==> src/rtl/mdu_pkg.sv <==
// Shared types and constants for the iterative RV32M multiply/divide unit.
package mdu_pkg;

    localparam int unsigned XLEN      = 32;
    localparam logic [31:0] DIV0_QUOT = 32'hFFFF_FFFF;
    localparam logic [31:0] INT_MIN   = 32'h8000_0000;

    typedef enum logic [2:0] {
        OP_MUL    = 3'b000,
        OP_MULH   = 3'b001,
        OP_MULHSU = 3'b010,
        OP_MULHU  = 3'b011,
        OP_DIV    = 3'b100,
        OP_DIVU   = 3'b101,
        OP_REM    = 3'b110,
        OP_REMU   = 3'b111
    } mdu_op_e;

    typedef enum logic [1:0] {
        IDLE = 2'd0,
        CALC = 2'd1,
        DONE = 2'd2
    } mdu_state_e;

endpackage

==> src/rtl/mdu_div_step.sv <==
// One restoring-division step: shift in the next dividend bit, subtract if it fits.
module mdu_div_step #(
    parameter int unsigned W = 32
) (
    input  logic [W-1:0] rem,
    input  logic [W-1:0] quot,
    input  logic [W-1:0] divisor,
    output logic [W-1:0] next_rem,
    output logic [W-1:0] next_quot
);

    logic [W:0] shifted;
    logic [W:0] diff;

    // rem < divisor always holds, so a clear borrow bit means the difference fits W bits
    always_comb begin
        shifted   = {rem, quot[W-1]};
        diff      = shifted - {1'b0, divisor};
        next_rem  = diff[W] ? shifted[W-1:0] : diff[W-1:0];
        next_quot = {quot[W-2:0], ~diff[W]};
    end

endmodule

==> src/rtl/mdu_iter.sv <==
// Iterative RV32M multiply/divide unit with valid/ready request and one-cycle result pulse.
// Optional MDU_FAST_MUL_EN: single-cycle multiplies, divide path unchanged.
module mdu_iter #(
    parameter int unsigned XLEN  = 32,
    parameter int unsigned CNT_W = 6
) (
    input  logic            clk_i,
    input  logic            rst_ni,
    input  logic            valid_i,
    output logic            ready_o,
    input  logic [2:0]      mdu_op_i,
    input  logic [XLEN-1:0] operand_a_i,
    input  logic [XLEN-1:0] operand_b_i,
    input  logic            kill_i,
    output logic            busy_o,
    output logic            valid_o,
    output logic [XLEN-1:0] result_o
);
    import mdu_pkg::*;

    mdu_state_e        state;
    mdu_op_e           op_q;
    mdu_op_e           op_in;
    logic [XLEN-1:0]   hi_q;
    logic [XLEN-1:0]   lo_q;
    logic [XLEN-1:0]   opnd_q;
    logic              neg_q;
    logic              special_q;
    logic [XLEN-1:0]   special_res_q;
    logic [CNT_W-1:0]  cnt_q;

    logic              a_signed, b_signed, a_neg, b_neg, neg_in;
    logic [XLEN-1:0]   mag_a, mag_b;
    logic              div_zero, div_ovf;
    logic [XLEN-1:0]   special_res;
    logic [XLEN:0]     mul_sum;
    logic [XLEN-1:0]   div_rem, div_quot;
    logic [2*XLEN-1:0] prod_c;
    logic [XLEN-1:0]   quot_c, rem_c;
    logic [XLEN-1:0]   final_res;

    assign op_in = mdu_op_e'(mdu_op_i);

    always_comb begin
        a_signed    = op_in inside {OP_MULH, OP_MULHSU, OP_DIV, OP_REM};
        b_signed    = op_in inside {OP_MULH, OP_DIV, OP_REM};
        a_neg       = a_signed & operand_a_i[XLEN-1];
        b_neg       = b_signed & operand_b_i[XLEN-1];
        mag_a       = a_neg ? -operand_a_i : operand_a_i;
        mag_b       = b_neg ? -operand_b_i : operand_b_i;
        // remainder follows the dividend; quotient and product follow the sign xor
        neg_in      = (op_in == OP_REM) ? a_neg : (a_neg ^ b_neg);
        div_zero    = op_in[2] && (operand_b_i == '0);
        div_ovf     = (op_in inside {OP_DIV, OP_REM}) &&
                      (operand_a_i == INT_MIN) && (operand_b_i == '1);
        if (div_zero)
            special_res = op_in[1] ? operand_a_i : DIV0_QUOT;
        else
            special_res = op_in[1] ? '0 : INT_MIN;
    end

`ifdef MDU_FAST_MUL_EN
    logic [2*XLEN-1:0] fast_a, fast_b, fast_prod;
    assign fast_a    = {{XLEN{a_neg}}, operand_a_i};
    assign fast_b    = {{XLEN{b_neg}}, operand_b_i};
    assign fast_prod = fast_a * fast_b;
`endif

    // hi_q:lo_q is the product accumulator (multiplier shifts out of lo_q),
    // or remainder:quotient while dividing (dividend shifts out of lo_q)
    assign mul_sum = {1'b0, hi_q} + (lo_q[0] ? {1'b0, opnd_q} : '0);

    mdu_div_step #(.W(XLEN)) u_div_step (
        .rem       (hi_q),
        .quot      (lo_q),
        .divisor   (opnd_q),
        .next_rem  (div_rem),
        .next_quot (div_quot)
    );

    always_comb begin
        prod_c = neg_q ? -{hi_q, lo_q} : {hi_q, lo_q};
        quot_c = neg_q ? -lo_q : lo_q;
        rem_c  = neg_q ? -hi_q : hi_q;
        if (special_q) begin
            final_res = special_res_q;
        end else begin
            unique case (op_q)
                OP_MUL:                        final_res = prod_c[XLEN-1:0];
                OP_MULH, OP_MULHSU, OP_MULHU:  final_res = prod_c[2*XLEN-1:XLEN];
                OP_DIV, OP_DIVU:               final_res = quot_c;
                default:                       final_res = rem_c;
            endcase
        end
    end

    always_ff @(posedge clk_i or negedge rst_ni) begin
        if (!rst_ni) begin
            state         <= IDLE;
            ready_o       <= 1'b1;
            busy_o        <= 1'b0;
            valid_o       <= 1'b0;
            result_o      <= '0;
            cnt_q         <= '0;
            op_q          <= OP_MUL;
            hi_q          <= '0;
            lo_q          <= '0;
            opnd_q        <= '0;
            neg_q         <= 1'b0;
            special_q     <= 1'b0;
            special_res_q <= '0;
        end else begin
            valid_o <= 1'b0;
            unique case (state)
                IDLE: begin
                    // ready_o is still low during the result cycle; reopen afterwards
                    if (!ready_o || kill_i) begin
                        ready_o <= 1'b1;
                        busy_o  <= 1'b0;
                    end else if (valid_i) begin
                        ready_o       <= 1'b0;
                        busy_o        <= 1'b1;
                        op_q          <= op_in;
                        neg_q         <= neg_in;
                        cnt_q         <= '0;
                        hi_q          <= '0;
                        lo_q          <= op_in[2] ? mag_a : mag_b;
                        opnd_q        <= op_in[2] ? mag_b : mag_a;
                        special_res_q <= special_res;
                        if (div_zero || div_ovf) begin
                            special_q <= 1'b1;
                            state     <= DONE;
                        end else begin
                            special_q <= 1'b0;
`ifdef MDU_FAST_MUL_EN
                            if (!op_in[2]) begin
                                hi_q  <= fast_prod[2*XLEN-1:XLEN];
                                lo_q  <= fast_prod[XLEN-1:0];
                                neg_q <= 1'b0;
                                state <= DONE;
                            end else begin
                                state <= CALC;
                            end
`else
                            state     <= CALC;
`endif
                        end
                    end
                end
                CALC: begin
                    if (kill_i) begin
                        state   <= IDLE;
                        ready_o <= 1'b1;
                        busy_o  <= 1'b0;
                    end else begin
                        if (op_q[2]) begin
                            hi_q <= div_rem;
                            lo_q <= div_quot;
                        end else begin
                            hi_q <= mul_sum[XLEN:1];
                            lo_q <= {mul_sum[0], lo_q[XLEN-1:1]};
                        end
                        cnt_q <= cnt_q + CNT_W'(1);
                        if (cnt_q == CNT_W'(XLEN - 1))
                            state <= DONE;
                    end
                end
                DONE: begin
                    state <= IDLE;
                    if (kill_i) begin
                        ready_o <= 1'b1;
                        busy_o  <= 1'b0;
                    end else begin
                        valid_o  <= 1'b1;
                        result_o <= final_res;
                    end
                end
                default: state <= IDLE;
            endcase
        end
    end

endmodule

==> config.mk <==
export PLATFORM = sky130hd
export DESIGN_NAME = mdu_iter
export DESIGN_NICKNAME = d
export VERILOG_FILES = /design/src/rtl/mdu_pkg.sv /design/src/rtl/mdu_div_step.sv /design/src/rtl/mdu_iter.sv
export SDC_FILE = /design/constraint.sdc
export NUM_CORES = 1
export LEC_CHECK = 0
export ABC_AREA = 1
export CAP_MARGIN = 20
export CORE_MARGIN = 1
export CORE_UTILIZATION = 25
export CTS_CLUSTER_SIZE = 30
export DETAILED_ROUTE_END_ITERATION = 8
export PLACE_DENSITY = 0.44
export REMOVE_ABC_BUFFERS = 1
export SLEW_MARGIN = 20
export SYNTH_ARGS = -nofsm -noshare
export SYNTH_HDL_FRONTEND = slang
export SYNTH_SLANG_ARGS = --single-unit
==> constraint.sdc <==
create_clock -name clk_i -period 3.3 [get_ports clk_i]
set_input_delay 0.99 -clock clk_i [delete_from_list [all_inputs] [get_ports clk_i]]
set_output_delay 0.99 -clock clk_i [all_outputs]
set_load 0.02 [all_outputs]
==> out/metrics.cfg, run 1 <==
[die]
ios = 106
rows = 103
dieArea_mm2 = 0.0813
initial_core_util_pct = 25.3
die_y_um = 285
core-area_mm2 = 0.0791
die_w_um = 285

[setup_path]
start_kind = flop
cp.required_ns = 3.69
criticalPathCategory = flop to flop
r2r_end = hi_q[21]$_DFFE_PN0P_
worstPathArrival_ns = 3.37
r2r-start = opnd_q[0]$_DFFE_PN0P_
crit_path_end_kind = flop
worstPathMaxFanout = 4
worst-r2r-cell-count = 19
reg2reg_slack_ns = 0.32

[job]
drv_cap = 0

[timing]
timing.final.crit_share_pct = 90.3
timing.hold.ws_ns = 0.378
finalMaxSlewViolations = 0
relSlewSlack_pct = 30.6
fin_ws_ns = 0.320
period_needed_ns = 2.98
hold_viol_final = 0
finalSetupViolations = 0
rsz0062_at_grt = no
fmax_ghz = 0.336
skew_ns = 0.0224
tightest_slew_ns = 1.04

[logic_synthesis]
yosysWarningCount = 0
avgSynthCellArea_um2 = 5.67
yosysUniqueCellTypes = 51
synth_cells = 3531
syn-cell-area_mm2 = 0.0200
ys_ff_latch = 176
ys_seq_area_share_pct = 22.0

[pwr]
power_mw = 24.2
vdd_drop_max_mv = 0.494
powerDensity_mw_per_mm2 = 1010
power_leakage_nw = 12.5

[cts]
cts_max_level = 4
path_clk_slew_ns = 0.09
clock_sinks = 176
clk_path_buf_depth = 2
cts_buffers = 17
clockRootBuffer = clkbuf_16
ctsHoldBuffers = 0
cts_tree = yes
worstSkewPairLatency_ns = 0.51

[run_status]
status = finished clean

[place]
port-buffer-count = 105
gp_congestion = 0.980
dp_cells = 4742
dpl.hpwl_um = 81600
post-place-ws_ns = -0.0296

[detailed_routing]
routed_wl_um = 98700
ant_nets = 0
wire_per_inst_um = 20.7
num_vias = 23300
routed_via_density = 4.88
dr.pass1.iters = 6
drtIter0Drc = 2072
drc = 0

[final_layout]
layout.nets = 3858
final_cells = 4774
drive_gt1_share_pct = 9.02
n_antenna_cell = 0
area_delta_synth_final_pct = 19.0

[worst_hold_path]
min_path_type = input port to async pin

[global_route]
antenna_found_initial = 1
overflow = 0
track_usage_pct = 24.1
grt_first_pass_wirelength_um = 146000
grt_start_max_net_pins = 82
first_global_vias = 22000

-- kinds of logic (layout without fill, tap and decap cells) --
family	count (synthesis)	in the layout	share of synthesized area (%)
simple gates	2072	2072	43.9
buf+inv	645	838	12.9
compound gates	497	497	13.6
flops	176	176	22.0
fa+ha+maj	76	76	4.82
xor+xnor	65	65	2.84
-- area by class of cell --
| class | instances | area [um2] |
|---|---|---|
| fill | 9158 | 55300 |
| multi-input combinational | 2710 | 13100 |
| sequential | 176 | 4410 |
| timing repair buffer | 280 | 2510 |
| inverter | 526 | 1980 |
| tap | 1050 | 1310 |
| clock buffer | 18 | 439 |
| clock inverter | 14 | 125 |
-- worst max-delay path, cell delays in order, from the launching register on --
cell and delay [ns]:
dfrtp_1 0.45, nand2_1 0.08, inv_1 0.06, ha_1 0.28
inv_1 0.09, fa_1 0.46, inv_1 0.11, nand3_1 0.07
nand3_1 0.22, nand2_1 0.09, nand2_1 0.16, nand2_1 0.08
nand2_1 0.14, nand2_1 0.09, nand3_1 0.07, nand3_1 0.15
nand2_1 0.12, inv_1 0.05, nand2_1 0.06, nand2_1 0.04
-- synth_stat cells, drive strengths merged --
master	count	area, um2
o211ai	20	150
a32o	1	10.0
xor2	50	438
clkbuf	57	214
nor4	8	50.1
buf	62	388
fa	2	40.0
nand4	49	307
a221oi	3	26.3
o221ai	11	96.3
inv	525	1970
nor2	414	1620
a21oi	205	1030
xnor2	15	131
nand2	1245	4830
nor3	35	180
a21o	4	30.0
dfstp	1	26.3
a31oi	4	25.0
clkinv	1	3.75
nand3	296	1620
and2	8	50.1
o21ai	196	992
o21bai	8	60.1
a22oi	16	120
a211oi	1	7.51
or2	5	31.3
ha	74	926
o22ai	24	150
a21boi	2	15.0
dfrtp	175	4380
nand3b	12	93.8
o31ai	2	15.0
-- registers in the layout, indices dropped and copies added (netlist names), 2 cells and up --
name and cells:
op_q 3, hi_q 32, special_res_q 32, lo_q 32, state 2, opnd_q 32
result_o 32, cnt_q 6
-- power breakdown --
| group | total, mW | internal [mW] | switching, mW | leakage [nW] |
|---|---|---|---|---|
| sequential | 4.02 | 2.97 | 1.06 | 2.21 |
| clock | 2.09 | 1.01 | 1.09 | 0.263 |
| combinational | 18.1 | 5.88 | 12.2 | 10.1 |
| total | 24.2 | 9.86 | 14.3 | 12.5 |
-- through the flow --
step                cell area [um2]  setup TNS (ns)  utilization (%)
floorplan                     19400          -37.21                -
global placement              23300               0             29.4
detailed placement            23300         -0.0942             29.4
CTS                           23800               0             30.1
global route                  23800               0             30.1
finish                        23800               0             30.1
-- cells in the final DEF, fill, tap and decap left out, types with 4 or more instances in the layout --
| cell | instances |
|---|---|
| o22ai_1 | 24 |
| nand3_2 | 27 |
| nor3_1 | 34 |
| buf_4 | 163 |
| xnor2_1 | 15 |
| clkbuf_16 | 17 |
| nor2_1 | 396 |
| inv_2 | 14 |
| nand2_1 | 1190 |
| nor2_2 | 12 |
| nor4_1 | 8 |
| o221ai_1 | 11 |
| a22oi_1 | 16 |
| nand4_1 | 49 |
| nand3b_1 | 11 |
| nand3_1 | 269 |
| o211ai_1 | 20 |
| o21ai_1 | 14 |
| nor2_4 | 6 |
| a21oi_1 | 204 |
| and2_1 | 8 |
| ha_1 | 74 |
| buf_12 | 12 |
| o21ai_0 | 179 |
| nand2_2 | 50 |
| a31oi_1 | 4 |
| xor2_1 | 50 |
| nand2_4 | 5 |
| a21o_1 | 4 |
| clkdlybuf4s50_1 | 103 |
| clkinvlp_4 | 5 |
| o21bai_1 | 8 |
| inv_6 | 4 |
| inv_1 | 510 |
| dfrtp_1 | 173 |
-- repair_timing --
action | 4_1_cts | 5_1_grt
setup endpoints to repair | 0 | 1
gates resized for setup | 0 | 1
buffers inserted | 0 | 0
-- layer usage --
layer  track usage [%]  vias to the layer above  wire (um)
li1                  -                    11500          -
met1              34.0                    10800      46300
met2              38.2                      808      43900
met3              3.27                      113       5930
met4              6.89                        2       2600
met5                 0                        -         13
-- how the worst max path moves through the flow --
stage                               start                       endpoint  slack (ns)  cells after the start
floorplan             op_q[2]$_DFFE_PN0P_        result_o[8]$_DFFE_PN0P_       -0.67                      8
global placement           operand_b_i[0]  special_res_q[29]$_DFFE_PN0P_        0.02                     10
detailed placement         operand_b_i[0]  special_res_q[29]$_DFFE_PN0P_       -0.03                     10
CTS                 opnd_q[0]$_DFFE_PN0P_           hi_q[27]$_DFFE_PN0P_        0.25                     17
global route        opnd_q[0]$_DFFE_PN0P_           hi_q[27]$_DFFE_PN0P_         0.1                     17
finish              opnd_q[0]$_DFFE_PN0P_           hi_q[21]$_DFFE_PN0P_        0.32                     19
(Power assumes the default switching activity.)
==> inputs of run 2 (changes only) <==
--- a/config.mk
+++ b/config.mk
@@ -5,7 +5,6 @@
 export SDC_FILE = /design/constraint.sdc
 export NUM_CORES = 1
 export LEC_CHECK = 0
-export ABC_AREA = 1
 export CAP_MARGIN = 20
 export CORE_MARGIN = 1
 export CORE_UTILIZATION = 25
==> run 2 against run 1 <==
Effect of this change: global-route usage is 3.2 points lower; sequential power is 4% lower; clock power is 3% higher; register-to-register slack worse by 0.29 ns; worst hold slack better by 0.10 ns; core utilization is 3.7 points higher; combinational power is 15% lower; setup slack worse by 0.29 ns; count of clock-buffer cells in the layout is 1 lower; via count is 27% lower; synthesized cell count is 41% lower; highest routed layer is now met4.
==> out/metrics.cfg, run 2 <==
[run_status]
status = finished clean

[place]
gp_congestion = 0.900  ; -8.2%
port-buffer-count = 105  ; unchanged
dpl.hpwl_um = 55000  ; -33%

[cts]
clock_sinks = 176  ; unchanged
cts_max_level = 4  ; unchanged
worstSkewPairLatency_ns = 0.49  ; -0.02 ns
path_clk_slew_ns = 0.09  ; about the same
cts_buffers = 17  ; unchanged
clk_path_buf_depth = 2  ; unchanged
ctsHoldBuffers = 0  ; unchanged
clockRootBuffer = clkbuf_16
cts_tree = yes

[detailed_routing]
routed_via_density = 5.20  ; +6.7%
drtIter0Drc = 1142  ; -45%
wire_per_inst_um = 21.4  ; +3.6%
routed_wl_um = 69700  ; -29%
num_vias = 16900  ; -27%
dr.pass1.iters = 5  ; -1
drc = 0  ; unchanged
ant_nets = 0  ; unchanged

[die]
initial_core_util_pct = 25.4  ; +0.12 points
die_w_um = 256  ; -10%
rows = 92  ; -11%
ios = 106  ; unchanged
core-area_mm2 = 0.0633  ; -20%
die_y_um = 256  ; -10%
dieArea_mm2 = 0.0654  ; -19%

[logic_synthesis]
synth_adder_area_share_pct = 6.00  ; +1.2 points
synth_compound_area_share_pct = 26.7  ; +13 points
post-synth-top-count-cell = nand2_1
yosysUniqueCellTypes = 77  ; +51%
synth_largest_area_cell = dfrtp_1
syn-cell-area_mm2 = 0.0161  ; -20%
yosys.area_share.xor_xnor_pct = 10.4  ; +7.6 points
ys_seq_area_share_pct = 27.4  ; +5.4 points
synth_top_family_by_area = compound AO/OA/AOI/OAI gates
async_flop_share_pct = 100  ; unchanged
ys_top_cells_by_count = 234 x nand2_1, 182 x a21oi_1, 175 x dfrtp_1, 173 x o21ai_0, 166 x nor2_1
synth-simple-area-share_pct = 19.7  ; -24 points
avgSynthCellArea_um2 = 7.78  ; +37%
synth_edf_count = 0  ; unchanged
synth_top_area_share_pct = 27.2  ; +4.9 points
synthTopCellsByArea = dfrtp_1 27%, ha_1 5.7%, a21oi_1 5.7%
ys.flop_type = dfrtp_1
synth_cells = 2071  ; -41%
yosysWarningCount = 0  ; unchanged
ys_ff_latch = 176  ; unchanged
synthMuxAreaShare_pct = 4.80  ; +4.8 points

[global_route]
grt_start_max_net_pins = 107  ; +30%
track_usage_pct = 20.9  ; -3.2 points
grt_first_pass_wirelength_um = 105000  ; -28%
antenna_found_initial = 1  ; unchanged
overflow = 0  ; unchanged
first_global_vias = 16600  ; -25%

[setup_path]
cp.required_ns = 3.66  ; -0.03 ns
worstPathMaxFanout = 4  ; unchanged
crit_path_end_kind = flop
worstPathCellList = inv_2 -> ha_1 -> or3b_4 -> or4_4 -> or4_4 -> or3_4 -> o21ai_2 -> and2b_1 -> xnor2_1 -> a21oi_2 -> a21oi_1
criticalPathCategory = flop to flop
slowest_stage = or4_4
slowest_delay_ns = 0.55  ; +0.09 ns
worstPathArrival_ns = 3.63  ; +0.26 ns
start_kind = flop
cp_common_cell = or4_4

[pwr]
pwr-share-clk_pct = 10.1  ; +1.4 points
powerDensity_mw_per_mm2 = 995  ; -1.9%
vdd_drop_max_mv = 0.461  ; -6.7%
p_seq_share_pct = 18.1  ; +1.5 points
p_int_mw = 10.4  ; +5.9%
power_mw = 21.3  ; -12%
power_leakage_nw = 9.15  ; -27%
power_frac_comb_pct = 71.8  ; -2.9 points
sw_frac_of_total_pct = 51.1  ; -8.2 points
p_switching_mw = 10.9  ; -24%

[final_layout]
final_common_cell = buf_4
fillers = 6780  ; -26%
mostFrequentLayoutCells = 328 x buf_4, 231 x nand2_1, 172 x dfrtp_1
n_antenna_cell = 0  ; unchanged
layout.nets = 2543  ; -34%
area_delta_synth_final_pct = 33.1
drive_gt1_share_pct = 21.1  ; +12 points

[timing]
skew_ns = 0.0181  ; -0.00430 ns
finalSetupViolations = 0  ; unchanged
rsz0062_at_grt = yes
tightest_slew_ns = 0.739  ; -0.303 ns
period_needed_ns = 3.27  ; +0.287 ns
timing.final.crit_share_pct = 99.0  ; +8.7 points
fmax_ghz = 0.306  ; -8.8%
finalMaxSlewViolations = 0  ; unchanged
relSlewSlack_pct = 50.8  ; +20 points
hold_viol_final = 0  ; unchanged
timing.hold.ws_ns = 0.482  ; +0.104 ns

[worst_hold_path]
min_path_type = flop to flop

[job]
drv_cap = 0  ; unchanged

[run 2: changes by cell type after synthesis, sizes merged, moves of 28 or more]
cell	delta
nand3	-264
a211oi	+29
xnor2	+82
nor2b	+36
buf	-46
inv	-457
xor2	+45
mux2i	+48
o31ai	+58
nor2	-247
clkbuf	+70
nand2	-1011
or3	+28
[run 2: metrics by stage]
stage | TNS [ns] | area [um2] | std cells | setup WS [ns] | util [%]
after detailed placement | -29.18 | 20400 | 3215 | -0.602 | 32.2
after global routing | -0.133 | 21400 | 3255 | -0.0660 | 33.8
after floorplan | -135.46 | 15600 | 1928 | -2.54 | -
final | 0 | 21400 | 3255 | 0.0329 | 33.8
after CTS | -0.0148 | 21000 | 3247 | -0.0148 | 33.2
after global placement | -27.54 | 20400 | 3215 | -0.542 | 32.2
[run 2: final cells by class]
class / instances / area (um2) / area share (%)
clock buffers: 17 / 425 / 1.99
flip-flops and latches: 176 / 4410 / 20.6
repair buffers: 449 / 3860 / 18.0
well taps: 846 / 1060 / 4.94
clock inverters: 15 / 164 / 0.765
multi-input cells: 1683 / 11300 / 52.5
inverters: 69 / 259 / 1.21
[run 2: logic make-up (layout without fill, tap and decap cells)]
| logic type | count (synthesis) | in the layout |
|---|---|---|
| buffers and inverters | 212 | 550 |
| flip-flops | 176 | 176 |
| XOR/XNOR | 192 | 192 |
| multiplexers | 74 | 74 |
| adder cells (fa/ha/maj) | 76 | 76 |
| AO/OA/AOI/OAI | 673 | 673 |
| AND/OR/NAND/NOR | 668 | 668 |
[run 2: worst max-delay path: cells and delay by family, from the launching register on]
family                   cells  cell delay, ns
adder cells (fa/ha/maj)      1            0.16
AND/OR/NAND/NOR              5            1.98
flip-flops                   1            0.39
buffers and inverters        1            0.08
XOR/XNOR                     1            0.08
AO/OA/AOI/OAI                3            0.44
[run 2: repair_timing]
action,CTS,global route
setup buffers,0,6
pin swaps,7,25
hold endpoints to repair,0,0
gates cloned,0,2
endpoints found under the setup margin,40,71
resized for setup,19,80
[run 2: worst paths after layout]
path | to | from | cells after the start | slack [ns]
setup / recovery | result_o[22]$_DFFE_PN0P_ | lo_q[0]$_DFFE_PN0P_ | 11 | 0.03
setup reg to reg | result_o[22]$_DFFE_PN0P_ | lo_q[0]$_DFFE_PN0P_ | 11 | 0.03
hold / removal | special_res_q[7]$_DFFE_PN0P_ | special_res_q[7]$_DFFE_PN0P_ | 2 | 0.48
max in group asynchronous | lo_q[11]$_DFFE_PN0P_ | rst_ni | 2 | 2.03
min in group asynchronous | valid_o$_DFF_PN0_ | rst_ni | 1 | 0.54
hold reg to reg | special_res_q[7]$_DFFE_PN0P_ | special_res_q[7]$_DFFE_PN0P_ | 2 | 0.48
[run 2: per-layer routing]
layer | global-route usage (%) | part of all wire, % | vias to the layer above
li1 | - | - | 8178
met1 | 28.5 | 46 | 8250
met2 | 34.3 | 47 | 423
met3 | 2.13 | 3.9 | 83
met4 | 7.27 | 2.9 | 0
met5 | 0 | 0 | -
[run 2: power by group through the flow]
stage | Sequential (mW) | Combinational [mW] | Clock (mW)
after floorplan | 4.11 | 8.35 | 0
after global placement | 3.86 | 14.7 | 0
after detailed placement | 3.86 | 14.7 | 0
after CTS | 3.83 | 14.8 | 2.21
after global routing | 3.96 | 16.6 | 2.28
final | 3.85 | 15.3 | 2.15
==> inputs of run 3 (changes only) <==
--- a/config.mk
+++ b/config.mk
@@ -7,10 +7,10 @@
 export LEC_CHECK = 0
 export CAP_MARGIN = 20
 export CORE_MARGIN = 1
-export CORE_UTILIZATION = 25
+export CORE_UTILIZATION = 40
 export CTS_CLUSTER_SIZE = 30
 export DETAILED_ROUTE_END_ITERATION = 8
-export PLACE_DENSITY = 0.44
+export PLACE_DENSITY = 0.62
 export REMOVE_ABC_BUFFERS = 1
 export SLEW_MARGIN = 20
 export SYNTH_ARGS = -nofsm -noshare
==> run 3 against run 2 <==
Effect of this change: the flow now finishes with violations (negative setup slack); register-to-register slack got worse by 0.04 ns; highest routed layer unchanged; largest power group unchanged; core utilization grew 18 points; sequential share of layout area up 0.92 points; flip-flop and latch count is the same; clock power is 8% lower.
==> out/metrics.cfg, run 3 (synthesized netlist as in run 2, its figures left out) <==
[run_status]
status = finished with violations
violations = negative setup slack

[place]
gp_congestion = 0.986  ; +9.5%
port-buffer-count = 105  ; unchanged
postPlaceCellArea_mm2 = 0.0196  ; -3.8%
dpl.hpwl_um = 47700  ; -13%

[setup_path]
start_kind = flop
crit_path_end_kind = flop
criticalPathCategory = flop to flop
cp.required_ns = 3.72  ; +0.06 ns
worstPathMaxFanout = 4  ; unchanged
worstPathArrival_ns = 3.72  ; +0.09 ns

[detailed_routing]
dr.pass1.iters = 6  ; +1
routed_via_density = 5.91  ; +14%
drtIter0Drc = 1426  ; +25%
num_vias = 17100  ; +0.78%
ant_nets = 0  ; unchanged
routed_wl_um = 61200  ; -12%
wire_per_inst_um = 21.2  ; -1.0%
drc = 0  ; unchanged

[final_layout]
final_area_mm2 = 0.0205  ; -4.3%
mostFrequentLayoutCells = 281 x buf_4, 234 x nand2_1, 173 x a21oi_1
fillers = 3856  ; -43%
final_common_cell = buf_4
area_delta_synth_final_pct = 27.4
layout.nets = 2495  ; -1.9%
n_antenna_cell = 0  ; unchanged
drive_gt1_share_pct = 18.6  ; -2.5 points
fin_util_pct = 51.6  ; +18 points

[global_route]
antenna_found_initial = 0  ; -1
track_usage_pct = 29.6  ; +8.7 points
first_global_vias = 16300  ; -1.9%
grt_start_max_net_pins = 107  ; unchanged
overflow = 0  ; unchanged
grt_first_pass_wirelength_um = 94200  ; -10%

[timing]
hold_viol_final = 0  ; unchanged
skew_ns = 0.0119  ; -0.00616 ns
relSlewSlack_pct = 45.4  ; -5.3 points
fin_ws_ns = -0.00370  ; -0.0366 ns
timing.final.crit_share_pct = 100  ; +1.1 points
finalMaxSlewViolations = 0  ; unchanged
finalSetupViolations = 1  ; +1
tightest_slew_ns = 0.818  ; +0.0799 ns
fmax_ghz = 0.303  ; -1.1%
rsz0062_at_grt = yes
timing.hold.ws_ns = 0.482  ; +0.0000960 ns
period_needed_ns = 3.30  ; +0.0366 ns
final.setup.tns_ns = -0.00370  ; -0.00370 ns

[job]
drv_cap = 0  ; unchanged

[worst_hold_path]
min_path_type = flop to flop

[cts]
cts_buffers = 17  ; unchanged
cts_tree = yes
cts_max_level = 4  ; unchanged
clockRootBuffer = clkbuf_16
worstSkewPairLatency_ns = 0.47  ; -0.02 ns
ctsHoldBuffers = 0  ; unchanged
clk_path_buf_depth = 2  ; unchanged
path_clk_slew_ns = 0.08  ; about the same
clock_sinks = 176  ; unchanged

[die]
dieArea_mm2 = 0.0411  ; -37%
ios = 106  ; unchanged
die_y_um = 203  ; -21%
core-area_mm2 = 0.0397  ; -37%
initial_core_util_pct = 40.5  ; +15 points
die_w_um = 203  ; -21%
rows = 73  ; -21%

[pwr]
power_leakage_nw = 8.84  ; -3.5%
pwr-share-clk_pct = 9.6  ; -0.5 points
p_switching_mw = 10.5  ; -3.8%
p_seq_share_pct = 18.8  ; +0.7 points
powerDensity_mw_per_mm2 = 1000  ; +0.85%
sw_frac_of_total_pct = 50.9  ; -0.19 points
p_int_mw = 10.1  ; -3.1%
vdd_drop_max_mv = 0.549  ; +19%
power_frac_comb_pct = 71.6  ; -0.2 points

-- run 3: final timing paths --
| path | startpoint | endpoint | slack, ns | depth (start not counted) |
|---|---|---|---|---|
| max in group asynchronous | rst_ni | hi_q[0]$_DFFE_PN0P_ | 1.88 | 2 |
| worst max-delay path | lo_q[0]$_DFFE_PN0P_ | result_o[6]$_DFFE_PN0P_ | -0.004 | 12 |
| min in group asynchronous | rst_ni | valid_o$_DFF_PN0_ | 0.58 | 1 |
| worst max register to register | lo_q[0]$_DFFE_PN0P_ | result_o[6]$_DFFE_PN0P_ | -0.004 | 12 |
| worst min register to register | special_res_q[23]$_DFFE_PN0P_ | special_res_q[23]$_DFFE_PN0P_ | 0.48 | 2 |
| worst min-delay path | special_res_q[23]$_DFFE_PN0P_ | special_res_q[23]$_DFFE_PN0P_ | 0.48 | 2 |
-- run 3: final cells by class --
type | instances | area [um2] | share of cell area (%)
Clock buffer | 19 | 433 | 2.11
Inverter | 69 | 259 | 1.26
Multi-Input combinational cell | 1683 | 11200 | 54.5
Tap cell | 525 | 657 | 3.20
Clock inverter | 13 | 105 | 0.512
Timing Repair Buffer | 401 | 3470 | 16.9
Sequential cell | 176 | 4410 | 21.5
-- run 3: power by group through the flow --
stage / registers [mW] / logic [mW] / clock network, mW
floorplan: 4.11 / 8.35 / 0
global placement: 3.84 / 14.0 / 0
detailed placement: 3.86 / 14.1 / 0
CTS: 3.82 / 14.2 / 2.00
global route: 3.94 / 16.0 / 2.09
finish: 3.86 / 14.7 / 1.98
-- run 3: per-layer routing --
layer	vias up	wire (um)	GRT usage [%]
li1	8091	-	-
met1	8253	27800	41.1
met2	605	27600	46.7
met3	117	3460	3.82
met4	0	2380	11.5
met5	-	0	0
-- run 3: what timing repair did --
item	CTS	global route
buffers inserted	1	4
cloned	0	1
gates resized for setup	14	66
pin swaps	6	20
setup endpoints to repair	13	56
-- run 3: per-stage QoR --
stage	cells	setup WS [ns]	total power, mW
floorplan	1928	-2.54	12.5
global placement	2848	-0.537	17.8
detailed placement	2848	-0.599	17.9
CTS	2881	-0.0288	20.0
global route	2886	-0.0647	22.0
finish	2886	-0.00370	20.6
-- run 3: critical path, stage by stage (launching register included) --
cell,delay [ns]
dfrtp_1,0.40
inv_2,0.08
ha_2,0.18
or3b_4,0.38
or4_4,0.55
buf_4,0.16
nor4b_2,0.26
buf_4,0.18
a21oi_1,0.15
o21ai_0,0.20
a211oi_1,0.14
a311oi_1,0.38
o21a_1,0.18
